[src/rtl/centipede_pkg.sv]
// Shared constants and state encoding for the Centipede NVRAM/ioctl bridge.
package centipede_pkg;

  localparam int unsigned NVRAM_ADDR_W = 6;
  localparam int unsigned NVRAM_DEPTH  = 1 << NVRAM_ADDR_W;
  localparam logic [7:0]  NVRAM_INDEX  = 8'd4;

  typedef enum logic [2:0] {
    IDLE,
    PAUSE,
    XFER_DL,
    UL_RD,
    UL_CAP,
    UL_HOLD,
    RELEASE
  } nvram_state_t;

endpackage

[src/rtl/nvram_spram.sv]
// Single-port synchronous byte RAM with a registered, read-first output.
module nvram_spram #(
  parameter int unsigned ADDR_W = 6
) (
  input  logic              clk,
  input  logic              rst,
  input  logic [ADDR_W-1:0] addr,
  input  logic              we,
  input  logic [7:0]        wdata,
  output logic [7:0]        rdata
);

  logic [7:0] mem [2**ADDR_W];

  // Array itself is never reset so saved contents survive a reset pulse.
  always_ff @(posedge clk) begin
    if (we) mem[addr] <= wdata;
  end

  always_ff @(posedge clk or posedge rst) begin
    if (rst) rdata <= 8'h00;
    else     rdata <= mem[addr];
  end

endmodule

[src/rtl/nvram_ioctl_bridge.sv]
// Arbitrates the 64-byte NVRAM between the core and the ioctl host channel; the core is
// paused while the host downloads a saved table into RAM or uploads RAM to the host.
module nvram_ioctl_bridge #(
  parameter int unsigned ADDR_W      = centipede_pkg::NVRAM_ADDR_W,
  parameter logic [7:0]  NVRAM_INDEX = centipede_pkg::NVRAM_INDEX
) (
  input  logic              clk_sys,
  input  logic              reset,
  input  logic              ioctl_download,
  input  logic              ioctl_upload,
  input  logic              ioctl_wr,
  input  logic [24:0]       ioctl_addr,
  input  logic [7:0]        ioctl_dout,
  input  logic [7:0]        ioctl_index,
  output logic [7:0]        ioctl_din,
  output logic              ioctl_wait,
  input  logic [ADDR_W-1:0] core_addr,
  input  logic              core_we,
  input  logic [7:0]        core_wdata,
  output logic [7:0]        core_rdata,
  output logic              core_pause,
  output logic              busy
);
  import centipede_pkg::*;

  nvram_state_t state;
  logic         match, dl, ul, addr_in_range, ul_in_range;
  logic [24:0]  ul_addr;
  logic         core_rd;
  logic [7:0]   core_hold;

  logic [ADDR_W-1:0] ram_addr;
  logic              ram_we;
  logic [7:0]        ram_wdata, ram_rdata;

  assign match         = (ioctl_index == NVRAM_INDEX);
  assign dl            = ioctl_download & match;
  assign ul            = ioctl_upload & match & ~ioctl_download;
  assign addr_in_range = (ioctl_addr[24:ADDR_W] == '0);
  assign ul_in_range   = (ul_addr[24:ADDR_W] == '0);

  // Core keeps the port through PAUSE so a write already in flight drains.
  always_comb begin
    ram_addr  = core_addr;
    ram_we    = 1'b0;
    ram_wdata = core_wdata;
    case (state)
      IDLE, PAUSE: ram_we = core_we;
      XFER_DL: begin
        ram_addr  = ioctl_addr[ADDR_W-1:0];
        ram_wdata = ioctl_dout;
        ram_we    = ioctl_wr & dl & addr_in_range;
      end
      UL_RD, UL_CAP, UL_HOLD: ram_addr = ioctl_addr[ADDR_W-1:0];
      default: ;
    endcase
  end

  nvram_spram #(
    .ADDR_W (ADDR_W)
  ) u_ram (
    .clk   (clk_sys),
    .rst   (reset),
    .addr  (ram_addr),
    .we    (ram_we),
    .wdata (ram_wdata),
    .rdata (ram_rdata)
  );

  // RAM output belongs to the core only when the read was issued in IDLE; otherwise replay
  // the last core-owned value so core_rdata freezes while paused.
  assign core_rdata = core_rd ? ram_rdata : core_hold;

  always_ff @(posedge clk_sys or posedge reset) begin
    if (reset) begin
      state      <= IDLE;
      ioctl_din  <= 8'h00;
      ioctl_wait <= 1'b0;
      core_pause <= 1'b0;
      busy       <= 1'b0;
      ul_addr    <= '0;
      core_rd    <= 1'b1;
      core_hold  <= 8'h00;
    end else begin
      core_rd <= (state == IDLE);
      if (core_rd) core_hold <= ram_rdata;
      case (state)
        IDLE: begin
          if (dl || ul) begin
            state      <= PAUSE;
            ioctl_wait <= 1'b1;
            core_pause <= 1'b1;
            busy       <= 1'b1;
          end
        end
        PAUSE: begin
          if (dl) begin
            state      <= XFER_DL;
            ioctl_wait <= 1'b0;
          end else if (ul) begin
            state <= UL_RD;
          end else begin
            state      <= RELEASE;
            ioctl_wait <= 1'b0;
          end
        end
        XFER_DL: begin
          if (!dl) state <= RELEASE;
        end
        UL_RD: begin
          if (!ul) begin
            state      <= RELEASE;
            ioctl_wait <= 1'b0;
          end else begin
            state   <= UL_CAP;
            ul_addr <= ioctl_addr;
          end
        end
        UL_CAP: begin
          if (!ul) begin
            state      <= RELEASE;
            ioctl_wait <= 1'b0;
          end else begin
            state      <= UL_HOLD;
            ioctl_wait <= 1'b0;
            ioctl_din  <= ul_in_range ? ram_rdata : 8'hFF;
          end
        end
        UL_HOLD: begin
          if (!ul) begin
            state <= RELEASE;
          end else if (ioctl_addr != ul_addr) begin
            state      <= UL_RD;
            ioctl_wait <= 1'b1;
          end
        end
        RELEASE: begin
          state      <= IDLE;
          ioctl_wait <= 1'b0;
          core_pause <= 1'b0;
          busy       <= 1'b0;
        end
        default: state <= IDLE;
      endcase
    end
  end

endmodule

[config.mk]
export PLATFORM = sky130hd
export DESIGN_NAME = nvram_ioctl_bridge
export DESIGN_NICKNAME = d
export VERILOG_FILES = /design/src/rtl/centipede_pkg.sv /design/src/rtl/nvram_spram.sv /design/src/rtl/nvram_ioctl_bridge.sv
export SDC_FILE = /design/constraint.sdc
export NUM_CORES = 1
export LEC_CHECK = 0
export BUFFER_PORTS_ARGS = -buffer_cell sky130_fd_sc_hd__buf_2
export CORE_MARGIN = 3
export CORE_UTILIZATION = 30
export DETAILED_ROUTE_END_ITERATION = 7
export PLACE_DENSITY = 0.52
export SLEW_MARGIN = 5
export SYNTH_ARGS = -nofsm -noshare
export SYNTH_HDL_FRONTEND = slang
export SYNTH_SLANG_ARGS = --single-unit
[constraint.sdc]
create_clock -name clk_sys -period 4.95 [get_ports clk_sys]
set_input_delay 0.2475 -clock clk_sys [delete_from_list [all_inputs] [get_ports clk_sys]]
set_output_delay 0.2475 -clock clk_sys [all_outputs]
set_load 0.01 [all_outputs]
## Word level (Yosys, flattened, before mapping)

Memories as Yosys holds them, arrays and structs flattened. A register that Yosys moved wholly into a read port is not among the register bits.
Index checks and enable logic that the tools add are counted.

| cells by class | value |
|---|---|
| equal/unequal tests | 13 |
| muxes and demuxes | 23 |
| bitwise operators | 6 |
| reduce and logical (&&, ||, !) cells | 14 |

Operator list:

| kind | number |
|---|---|
| $logic_not A19 Y1 | 2 |
| $ne A25 B25 Y1 | 1 |
| $mux W8 | 3 |
| $mux W3 | 6 |
| $pmux W3 S6 | 1 |
| $eq A3 B3 Y1 const B | 3 |
| $eq A8 B3 Y1 const B | 1 |
| $mux W1 | 7 |
| $eq A3 B2 Y1 const B | 2 |
| $mux W6 | 1 |
| $ne A2 B2 Y1 const B | 3 |
| $reduce_and A2 Y1 | 3 |
| $and A1 B1 Y1 | 5 |
| $pmux W1 S5 | 1 |
| $reduce_bool A5 Y1 | 1 |
| $mux W2 | 2 |
| $pmux W1 S2 | 2 |
| $reduce_and A4 Y1 | 1 |
| $reduce_or A2 Y1 | 2 |
| $reduce_or A4 Y1 | 1 |
| $eq A3 B1 Y1 const B | 1 |
| $logic_not A3 Y1 | 1 |
| $ne A3 B3 Y1 const B | 1 |
| $reduce_and A3 Y1 | 1 |
| other kinds (4) | 4 |

| word-level totals | value |
|---|---|
| register bits after elaboration | 47 |
| bits in writable memories | 512 |
| input port bits | 61 |
| memories | 1 |

Memories:

| name | words | width | read ports | clocked after memory_dff | write ports | line | RTL |
|---|---|---|---|---|---|---|---|
| u_ram.mem | 64 | 8 | 1 | 1 | 1 | nvram_spram.sv:13 | `logic [7:0] mem [2**ADDR_W];` |

## Longest topological paths before layout

| depth | value |
|---|---|
| word-level depth | 7 |
| depth in mapped cells | 13 |

## By module

Synthesis repeated with hierarchy kept, for this count alone.

| unflattened totals | value |
|---|---|
| cell total of the unflattened synthesis | 1,403 |
| area, all modules | 22,962.0 µm² |

By module, submodules not included:

| module | times used | cells an instance | area each (µm²) |
|---|---|---|---|
| nvram_spram | 1 | 1,201 | 20,374.5 |
| nvram_ioctl_bridge | 1 | 202 | 2,587.5 |

## Worst setup path after synthesis

No wires, ideal clock.

| timing | value |
|---|---|
| path type | register to register |
| start point | register state[1] |
| end point | memory u_ram.mem[12][0], enable pin |
| setup time | 0.370 ns |
| data arrival time | 2.676 ns |
| data required time | 4.580 ns |
| path slack | 1.904 ns |
| cell stages (with the launch flop) | 10 |
| path buffers | 4 |
| cell sequence | dfrtp_1 -> buf_2 -> inv_1 -> ha_1 -> buf_2 -> buf_2 -> o31ai_2 -> clkbuf_1 -> nand2_1 -> nor2_1 |

| on the way | value |
|---|---|
| word-level cells in the longest chain between the ends | 5 |
| elaborated cells between the ends (all ways) | 12 |
| classes of those cells | eq/ne: 5; mux: 4; reduce/logical: 3 |

Ends and longest elaborated chain:

| item | line | RTL |
|---|---|---|
| from (decl) | nvram_ioctl_bridge.sv:26 | `nvram_state_t state;` |
| from (signal assigned) | nvram_ioctl_bridge.sv:76 | `state <= IDLE;` |
| from (signal assigned) | nvram_ioctl_bridge.sv:90 | `state <= PAUSE;` |
| from (signal assigned) | nvram_ioctl_bridge.sv:98 | `state <= XFER_DL;` |
| $eq A3 B1 Y1 / $logic_not A3 Y1 (equally long branches) | nvram_ioctl_bridge.sv:47 | `case (state)` |
| $reduce_or A2 Y1 | nvram_ioctl_bridge.sv:47 |  |
| $pmux W1 S2 | nvram_ioctl_bridge.sv:47 |  |
| $mux W1 | nvram_spram.sv:17 | `if (we) mem[addr] <= wdata;` |
| $mux W1 (implied by the code) | nvram_spram.sv:17 |  |
| to (decl) | nvram_spram.sv:13 |  |

Parallel ways exist; a longest one is shown, timed or not.

## Final worst setup path

| timing | value |
|---|---|
| start point | register state[1] |
| end point | memory u_ram.mem[7][1], enable pin |

Same word-level chain as after synthesis.

==> PnR_summary.wiki <==
{| class="wikitable"
! Metric !! Value
|-
| Result of the run || finished, violations left
|-
| Violations in the final reports || DRC
|-
| Detail Placement HPWL || 35300 µm
|-
| Number of antenna repair diodes || 0
|-
| Tot GR Track Use || 15.3%
|-
| Sum of negative setup slack || 0 ns
|-
| Number of global-route vias before repair || 12234
|-
| Antenna viol nets, final || 0
|-
| Port buffer count || 79
|-
| CTS tree || done
|-
| Synthesized-area fraction occupied by ao, oa, aoi and oai cells || 11.3%
|-
| Post-cts repair resize count || 0
|-
| CTS Root Buffer Type || clkbuf_16
|-
| Final cell count without fillers || 2334
|-
| Maximum resistive drop on vdd || 0.400 mV
|-
| Worst Setup Start Kind || register
|-
| Unrepaired setup endpoints after global routing || false
|-
| Most common library cell in the layout ignoring fill and taps || edfxtp_1
|-
| Dominant combinational cell family by area after synthesis || compound AO/OA/AOI/OAI gates
|-
| Synthesis warning total || 0
|-
| Final WS setup || 0.741 ns
|-
| Number of flops mapped to enable cells by yosys || 512
|-
| Die X-Extent || 272 µm
|-
| Fraction of final layout cells sized beyond drive strength 1 || 19.9%
|-
| Seq/Total Area, Yosys || 78.8%
|-
| Router iterations before antenna repair || 8
|-
| Count of unresolved DRC violations after routing || 1
|-
| Crit Path Category || register to register
|-
| Mean instance size in the synthesized netlist || 17.5 µm²
|-
| Kind of end point of the critical path || register
|-
| Final Critical Period || 4.21 ns
|-
| Number of nets in the finished design || 1420
|-
| Vertical die dimension || 272 µm
|-
| Placed cell count || 2205
|-
| Netlist area before placement || 21200 µm²
|-
| Number of ports placed on the die boundary || 80
|-
| WL per Instance || 24.8 µm
|-
| Clk_skew || 0.0141 ns
|-
| Hold violation total from the final report || 0
|-
| Initial antenna violation count || 0
|-
| Worst Hold Class || primary input to register
|-
| Data required time of the worst path || 5.19 ns
|-
| Die Area || 74100 µm²
|-
| First-pass GRT wire length || 84800 µm
|-
| Post-CTS Hold Fix Bufs || 23
|-
| Switching power total || 3930 µW
|-
| Maximum capacitance violations || 0
|-
| Switching part of the total power || 30.3%
|-
| Post-CTS Setup Bufs || 0
|-
| Combinational share of power || 21.4%
|-
| Arithmetic-cell share of the synthesized area counting full adders, half adders and majority gates || 0.177%
|-
| Layout-stage area growth over the synthesis result || 18.1%
|-
| Fraction of power consumed by sequential logic || 45.7%
|-
| Pin count of the biggest net entering global routing || 65
|-
| Largest buffer count on any clock path || 3
|-
| Global-route congestion overflow total || 0
|-
| Headroom to the max-slew limit || 22.6%
|-
| Vias per cell || 5.34
|-
| Number of nets produced by synthesis || 1281
|-
| Most used cells in the layout excluding fill and tap cells || edfxtp_1, a222oi_1, nor2_1, buf_2, a22oi_1
|-
| Insertion delay to the later sink of the worst-skew pair || 0.62 ns
|-
| Initial core utilization || 30.6%
|-
| CTS H-tree lvls || 2
|-
| FP Rows || 96
|-
| Clock transition at the register clock pins on the worst setup and hold paths after CTS || 0.06 ns
|-
| Synthesized-area fraction occupied by xor and xnor cells || 1.10%
|-
| Top flip-flop cell by instance count after synthesis || edfxtp_1
|-
| Slew of the pin with the lowest slew margin || 1.16 ns
|-
| Via count || 12460
|-
| Final Max Slew Viols || 0
|-
| Area of the placeable core || 69400 µm²
|-
| Period utilization || 85.0%
|-
| Total detailed-routing wirelength || 57900 µm
|-
| Leak pwr || 0.00810 µW
|-
| Setup violators final || 0
|-
| Number of CTS-inserted buffers || 57
|-
| Number of synthesized register bits || 567
|-
| Crit path DAT || 4.45 ns
|-
| PD cells || 517 nW/µm²
|-
| Relative contribution of the clock network to total power || 32.9%
|-
| Initial detailed-routing violation count || 1684
|-
| Async SR Flop Fraction || 9.70%
|-
| Post-placement setup slack || 0.734 ns
|-
| Number of distinct standard cells referenced by the synthesized netlist || 55
|-
| Fmax achieved || 238 MHz
|-
| Internal power contribution || 9030 µW
|-
| Multiplexer share of the synthesized area || 2.47%
|-
| Num Clock Sinks || 567
|-
| Share of synthesized cell area in and, or, nand and nor gates || 4.52%
|-
| Number of cells produced by synthesis || 1217
|-
| Biggest fanout along the worst timing path || 24
|-
| Placer's final routability congestion estimate || 0.815
|}
[sequential cells by signal, indices dropped and copies added, names as in the netlist]
| signal | cells |
|---|---|
| busy | 1 |
| state | 3 |
| u_ram.mem | 512 |
| ioctl_din | 8 |
| core_hold | 8 |
| ioctl_wait | 1 |
| u_ram.rdata | 8 |
| core_rd | 1 |
| ul_addr | 25 |
[worst paths after layout]
| path | startpoint | to | slack (ns) | cells past startpoint |
|---|---|---|---|---|
| setup / recovery | state[1]$_DFFE_PP0P_ | u_ram.mem[7][1]$_DFFE_PP_ | 0.74 | 7 |
| hold reg to reg | ul_addr[2]$_DFFE_PP0P_ | ul_addr[2]$_DFFE_PP0P_ | 0.50 | 2 |
| hold / removal | ioctl_addr[0] | ul_addr[0]$_DFFE_PP0P_ | 0.05 | 2 |
| setup reg to reg | state[1]$_DFFE_PP0P_ | u_ram.mem[7][1]$_DFFE_PP_ | 0.74 | 7 |
| max in group asynchronous | reset | ul_addr[5]$_DFFE_PP0P_ | 4.03 | 4 |
| min in group asynchronous | reset | core_hold[2]$_DFF_PP0_ | 0.39 | 4 |
[per-layer routing]
layer	wire, µm	GRT usage, %	vias to the layer above
met5	0	0	-
met4	1640	5.18	0
met3	4260	2.63	97
met2	27100	24.3	546
met1	24900	21.4	6407
li1	-	-	5410
[cells in the mapped netlist, types with 2 or more instances]
cell type | instances | area (µm²)
a21oi_1 | 20 | 100
a222oi_1 | 126 | 1260
a22oi_1 | 66 | 495
a31oi_1 | 56 | 350
buf_1 | 11 | 41.3
buf_2 | 17 | 85.1
buf_4 | 2 | 15.0
clkbuf_1 | 45 | 169
dfrtp_1 | 54 | 1350
edfxtp_1 | 512 | 15400
ha_1 | 3 | 37.5
inv_1 | 6 | 22.5
mux2_2 | 43 | 484
mux2i_1 | 4 | 40.0
nand2_1 | 24 | 90.1
nand2b_1 | 2 | 12.5
nand3_1 | 13 | 65.1
nand3b_1 | 3 | 22.5
nand4_1 | 11 | 68.8
nand4b_1 | 2 | 17.5
nand4bb_1 | 2 | 22.5
nor2_1 | 116 | 435
nor4_1 | 15 | 93.8
nor4b_1 | 3 | 26.3
o21ai_0 | 4 | 20.0
o31ai_1 | 2 | 15.0
o32ai_1 | 2 | 17.5
or2_2 | 2 | 12.5
or4_1 | 3 | 22.5
xnor2_1 | 2 | 17.5
xnor2_2 | 2 | 32.5
xor2_1 | 21 | 184
[through the flow]
| stage | utilization (%) | hold WS, ns | area (µm²) | power, µW |
|---|---|---|---|---|
| after floorplan | - | 0.398 | 21200 | 7530 |
| final | 36.1 | 0.0463 | 25100 | 13000 |
| after global routing | 36.1 | 0.0707 | 25100 | 13400 |
| after CTS | 36.1 | 0.0109 | 25100 | 13100 |
| after detailed placement | 33.1 | 0.490 | 23000 | 8790 |
| after global placement | 33.1 | 0.482 | 23000 | 8770 |
[cells by family (layout without fill, tap and decap cells)]
| kind of cell | after synthesis | count (layout) |
|---|---|---|
| buffers and inverters | 82 | 268 |
| adders and majority gates | 3 | 3 |
| xor gates and xnor gates | 25 | 25 |
| and+or+nand+nor | 204 | 204 |
| AOI/OAI and AO/OA | 289 | 289 |
| muxes | 47 | 47 |
| DFF | 567 | 567 |
[critical path, cell delays in order (launching register included)]
cell	delay (ns)
dfrtp_1	0.59
inv_1	0.19
ha_1	0.79
nand3_1	0.34
o22ai_4	0.81
nand2_1	0.22
buf_4	0.25
nor2_1	0.63
[cell type report]
type / count / area (µm²)
Sequential cell: 567 / 16800
Multi-Input combinational cell: 568 / 4240
Clock inverter: 33 / 320
Fill cell: 6594 / 44300
Tap cell: 931 / 1160
Timing Repair Buffer: 156 / 1070
Clock buffer: 73 / 1530
Inverter: 6 / 22.5
[power by group through the flow]
| stage | logic, µW | clock network (µW) | registers, µW |
|---|---|---|---|
| global placement | 2750 | 0 | 6020 |
| floorplan | 1600 | 0 | 5930 |
| finish | 2770 | 4270 | 5920 |
| CTS | 2800 | 4340 | 5920 |
| detailed placement | 2770 | 0 | 6020 |
| global route | 2980 | 4530 | 5940 |
Note: power is estimated with default switching activity, not from simulation.
